File: src/rtl/divider_16bit_s_if.sv
// Handshake and operand/result bundle for the 16-bit restoring divider.
// The master issues requests and reads results; the divider is the slave.
interface divider_16bit_s_if;
  logic        start;
  logic [15:0] dividend;
  logic [15:0] divisor;
  logic        busy;
  logic        done;
  logic [15:0] quotient;
  logic [15:0] remainder;
  logic        div_zero;

  modport master (
    output start, dividend, divisor,
    input  busy, done, quotient, remainder, div_zero
  );

  modport slave (
    input  start, dividend, divisor,
    output busy, done, quotient, remainder, div_zero
  );
endinterface

File: src/rtl/divider_16bit_s.sv
// Sequential 16-bit unsigned restoring divider, one quotient bit per clock.
// state | meaning
// IDLE  | waiting for start
// CALC  | 16 shift/trial-subtract iterations
// DONE  | results valid, done pulses for one cycle
module divider_16bit_s (
  input  logic              clk,
  input  logic              rst,
  divider_16bit_s_if.slave  bus
);

  typedef enum logic [1:0] {IDLE, CALC, DONE} state_t;

  state_t      state;
  logic [15:0] r;
  logic [15:0] q;
  logic [15:0] d;
  logic [3:0]  count;

  logic [16:0] r_sh;
  logic [16:0] trial;
  logic [15:0] q_sh;
  logic [15:0] r_next;
  logic [15:0] q_next;

  // Partial remainder always stays below the divisor, so 16 stored bits suffice;
  // the trial difference needs 17 so its sign bit can decide the restore.
  always_comb begin
    r_sh   = {r, q[15]};
    q_sh   = {q[14:0], 1'b0};
    trial  = r_sh + ~{1'b0, d} + 17'd1;
    r_next = r_sh[15:0];
    q_next = q_sh;
    if (!trial[16]) begin
      r_next = trial[15:0];
      q_next = q_sh | 16'd1;
    end
  end

  always_ff @(posedge clk or posedge rst) begin
    if (rst) begin
      state         <= IDLE;
      r             <= '0;
      q             <= '0;
      d             <= '0;
      count         <= '0;
      bus.busy      <= 1'b0;
      bus.done      <= 1'b0;
      bus.quotient  <= '0;
      bus.remainder <= '0;
      bus.div_zero  <= 1'b0;
    end else begin
      bus.done <= 1'b0;
      case (state)
        IDLE, DONE: begin
          if (bus.start) begin
            if (bus.divisor != 16'd0) begin
              d            <= bus.divisor;
              q            <= bus.dividend;
              r            <= '0;
              count        <= '0;
              bus.busy     <= 1'b1;
              bus.div_zero <= 1'b0;
              state        <= CALC;
            end else begin
              bus.quotient  <= 16'hFFFF;
              bus.remainder <= bus.dividend;
              bus.div_zero  <= 1'b1;
              bus.done      <= 1'b1;
              state         <= DONE;
            end
          end else begin
            state <= IDLE;
          end
        end
        CALC: begin
          q     <= q_next;
          r     <= r_next;
          count <= count + 4'd1;
          if (count == 4'd15) begin
            bus.busy      <= 1'b0;
            bus.done      <= 1'b1;
            bus.quotient  <= q_next;
            bus.remainder <= r_next;
            state         <= DONE;
          end
        end
        default: state <= IDLE;
      endcase
    end
  end

endmodule

File: src/flat_wrapper.sv
// flat-port wrapper written by rule: the top's interface ports become plain ports
module divider_16bit_s_flat 
  (clk, rst, bus_start, bus_dividend, bus_divisor, bus_busy, bus_done, bus_quotient, bus_remainder, bus_div_zero);
  divider_16bit_s_if bus_i ();
  input  logic clk;
  input  logic rst;
  input wire logic [$bits(bus_i.start)-1:0] bus_start;
  input wire logic [$bits(bus_i.dividend)-1:0] bus_dividend;
  input wire logic [$bits(bus_i.divisor)-1:0] bus_divisor;
  output wire logic [$bits(bus_i.busy)-1:0] bus_busy;
  output wire logic [$bits(bus_i.done)-1:0] bus_done;
  output wire logic [$bits(bus_i.quotient)-1:0] bus_quotient;
  output wire logic [$bits(bus_i.remainder)-1:0] bus_remainder;
  output wire logic [$bits(bus_i.div_zero)-1:0] bus_div_zero;
  assign bus_i.start = bus_start;
  assign bus_i.dividend = bus_dividend;
  assign bus_i.divisor = bus_divisor;
  assign bus_busy = bus_i.busy;
  assign bus_done = bus_i.done;
  assign bus_quotient = bus_i.quotient;
  assign bus_remainder = bus_i.remainder;
  assign bus_div_zero = bus_i.div_zero;
  divider_16bit_s u_core (.clk(clk), .rst(rst), .bus(bus_i));
endmodule
File: config.mk
export PLATFORM = sky130hd
export DESIGN_NAME = divider_16bit_s_flat
export DESIGN_NICKNAME = d
export VERILOG_FILES = /design/src/rtl/divider_16bit_s_if.sv /design/src/rtl/divider_16bit_s.sv /design/src/flat_wrapper.sv
export SDC_FILE = /design/constraint.sdc
export NUM_CORES = 1
export LEC_CHECK = 0
export BUFFER_PORTS_ARGS = -buffer_cell sky130_fd_sc_hd__buf_2
export CAP_MARGIN = 25
export CELL_PAD_IN_SITES_DETAIL_PLACEMENT = 1
export CELL_PAD_IN_SITES_GLOBAL_PLACEMENT = 1
export CORE_MARGIN = 5
export CORE_UTILIZATION = 35
export CTS_CLUSTER_SIZE = 10
export DETAILED_ROUTE_END_ITERATION = 10
export HOLD_SLACK_MARGIN = 0.12
export PLACE_DENSITY_LB_ADDON = 0.1
export SLEW_MARGIN = 15
export SYNTH_ARGS = -nofsm -noshare
export SYNTH_HDL_FRONTEND = slang
export SYNTH_SLANG_ARGS = --single-unit
File: constraint.sdc
create_clock -name clk -period 6.3 [get_ports clk]
set_clock_uncertainty 0.05 [all_clocks]
set_input_delay 0 -clock clk [delete_from_list [all_inputs] [get_ports clk]]
set_output_delay 0 -clock clk [all_outputs]
set_load 0.01 [all_outputs]
==> flow_summary.yaml <==
timing:
  rsz0062_at_grt: "false"
  fmax_ghz: 0.299
  drv_slew: 0
  period_minus_slack_ns: 3.35
  fin_setup_tns_ns: 0
  setup_ws_ns: 2.95
  hold_viol: 0
  worst_slew_pin_slew_ns: 0.950
  finalCritPeriodShare_pct: 53.1
  finalSetupViolCount: 0
  max_slew_margin_pct: 35.4
final_layout:
  seq_area_um2: 2230
  multi_input_area_um2: 2280
  fill_cells: 1546
  layout-drive-gt1-share_pct: 17.0
  nNetsFinal: 660
  area_growth_syn_to_layout_pct: 25.5
  diodes: 0
  postLayoutCellArea_um2: 5880
  fin_util_pct: 44.6
  fin_cells: 787
routing:
  routed_wl_um: 13800
  wl_per_cell_um: 17.6
  drt_iter0_markers: 142
  viasPerCell: 5.14
  dr.pass1.iters: 6
  vias: 4043
  drc: 0
  ant_nets: 0
die:
  dieWidth_um: 126
  num_io_pins: 70
  num_rows: 42
  die_area_um2: 15800
  core_area_um2: 13200
  fp.dieH_um: 126
  initial_utilization_pct: 35.5
yosys:
  ys_seq_elements: 89
  syn_area_um2: 4690
  yosysSeqAreaShare_pct: 47.5
  synth-edff-count: 0
  syn_avg_cell_area_um2: 9.19
  synth_ff_type: "dfrtp_1"
  ys_types: 53
  netlist_instances: 510
  async_reset_ff_share_pct: 100
  syn-num-nets: 563
  ys_warn_count: 0
place:
  dp_hpwl_um: 10000
  dp_cells: 738
  port_buffers: 69
  dp_slack_ns: 2.94
  gp_congestion: 0.784
  postPlaceCellArea_um2: 5220
cts:
  cts_resized: 0
  clock_sinks: 89
  numCtsBuffers: 9
  cts_hold_buf: 34
  clk_path_buf_depth: 2
  clk_latency_ns: 0.35
  post_cts_buffers: 0
  cts.reportedPaths.clkPinSlew_ns: 0.06
  cts_tree: "built"
  h-tree-depth: 3
  ctsRootBufferMaster: "clkbuf_16"
critical_path:
  worstSetupPathType: "reg2reg"
  start_kind: "register"
  r2r_setup_slack_ns: 2.95
  worstPathArrival_ns: 3.56
  cp_max_fo: 16
  reg2regPathDepth: 10
  critical_path_required_ns: 6.51
  worstSetupEndpointType: "register"
global_route:
  grt_pass1_wl_um: 22900
  antenna_found_initial: 0
  grt_usage_pct: 18.0
  grt_max_degree: 71
  grt-ovfl-total: 0
  grt_pass1_vias: 4370
power_and_ir_drop:
  power.leakage_nw: 2.60
  power_density_nw_per_um2: 606
  ir_worst_vdd_v: 0.000252
hold_path:
  min_path_type: "in2async"
run:
  maxCapViolCount: 0
outcome:
  outcome: "finished, final reports clean"
==> final cells by class <==
cell class	count	share of cell area (%)
Tap cell	176	3.74
Clock inverter	4	1.32
Clock buffer	11	4.13
Multi-Input combinational cell	373	38.8
Inverter	24	1.55
Sequential cell	89	37.9
Timing Repair Buffer	110	12.6
==> metrics by stage <==
stage               hold WS [ns]  total power [mW]
CTS                        0.125              3.62
floorplan                 0.0668              2.42
finish                     0.109              3.56
global route               0.151              3.88
detailed placement       -0.0656              3.00
global placement         -0.0683              2.92
==> flip-flops by register name (all words and copies together) (netlist names) <==
register and count:
u_core.bus.quotient 16, u_core.count 4, u_core.bus.div_zero 1, u_core.q 16
u_core.state 2, u_core.bus.busy 1, u_core.r 16, u_core.bus.done 1
u_core.bus.remainder 16, u_core.d 16
==> routing by layer <==
| metal | track usage (%) | share of wire, % |
|---|---|---|
| met2 | 32.2 | 50 |
| met5 | 0 | 0 |
| met3 | 2.58 | 3.4 |
| met1 | 22.5 | 45 |
| met4 | 5.36 | 1.3 |
==> cell usage in the layout, fill, tap and decap left out, drive strengths merged, types with 2 or more instances in the layout <==
| cell type | count |
|---|---|
| a211oi | 2 |
| a21boi | 2 |
| a21o | 4 |
| a21oi | 35 |
| a22o | 2 |
| a22oi | 8 |
| a2bb2oi | 3 |
| a41oi | 3 |
| and2 | 2 |
| buf | 76 |
| bufinv | 2 |
| clkbuf | 11 |
| clkinv | 3 |
| dfrtp | 89 |
| dlygate4sd3 | 34 |
| ha | 17 |
| inv | 23 |
| mux2 | 3 |
| mux2i | 29 |
| nand2 | 82 |
| nand2b | 10 |
| nand3 | 2 |
| nand3b | 2 |
| nand4 | 3 |
| nor2 | 64 |
| nor2b | 3 |
| nor3b | 2 |
| nor4 | 4 |
| o211ai | 3 |
| o21ai | 46 |
| o22ai | 12 |
| o32a | 2 |
| xnor2 | 7 |
| xor2 | 7 |
==> synthesized netlist by cell type, drive strengths merged, types with 4 or more instances <==
cell     n  area share [%]
xor2     7             1.3
o22ai   12             1.7
nand2b  10             1.3
ha      17             4.5
a21o     4            0.64
nor4     4            0.53
a21oi   35             3.7
mux2i   29             6.3
o21ai   46             5.2
xnor2    7             1.3
a22oi    8             1.3
buf      4            0.48
clkbuf  20             1.6
dfrtp   89              48
nor2    64             5.1
inv     24             1.9
nand2   82             6.6
==> kinds of logic (layout without fill, tap and decap cells) <==
family / after synthesis / count (layout) / share of synthesized area (%)
AO/OA/AOI/OAI: 134 / 134 / 18.2
XOR/XNOR: 14 / 14 / 2.62
adder cells (fa/ha/maj): 18 / 18 / 4.97
buffers and inverters: 48 / 149 / 4.00
flip-flops: 89 / 89 / 47.5
multiplexers: 32 / 32 / 7.07
AND/OR/NAND/NOR: 175 / 175 / 15.7
==> path summary, 6_finish.rpt <==
path | start | end
min in group clk | bus_divisor[1] | u_core.d[1]
worst max register to register | u_core.q[15] | u_core.bus.remainder[10]
worst min-delay path | rst | u_core.count[0]
max in group asynchronous | rst | u_core.r[1]
worst max-delay path | u_core.q[15] | u_core.bus.remainder[10]
worst min register to register | u_core.bus.div_zero | u_core.bus.div_zero
==> power breakdown <==
part	switching (mW)	internal (mW)	leakage, nW
clock	0.230	0.358	0.156
sequential	0.186	0.833	1.02
combinational	1.14	0.812	1.43
total	1.56	2.00	2.60
==> worst max-delay path: stages, from the launching register on <==
cell,delay [ns]
dfrtp_1,0.36
inv_1,0.05
ha_1,0.19
fa_1,0.39
nand2b_1,0.20
a21o_1,0.21
a22o_4,0.25
o21ai_4,0.25
mux2i_2,0.84
a22oi_1,0.26
o22ai_1,0.19
Note: power is estimated with default switching activity, not from simulation.
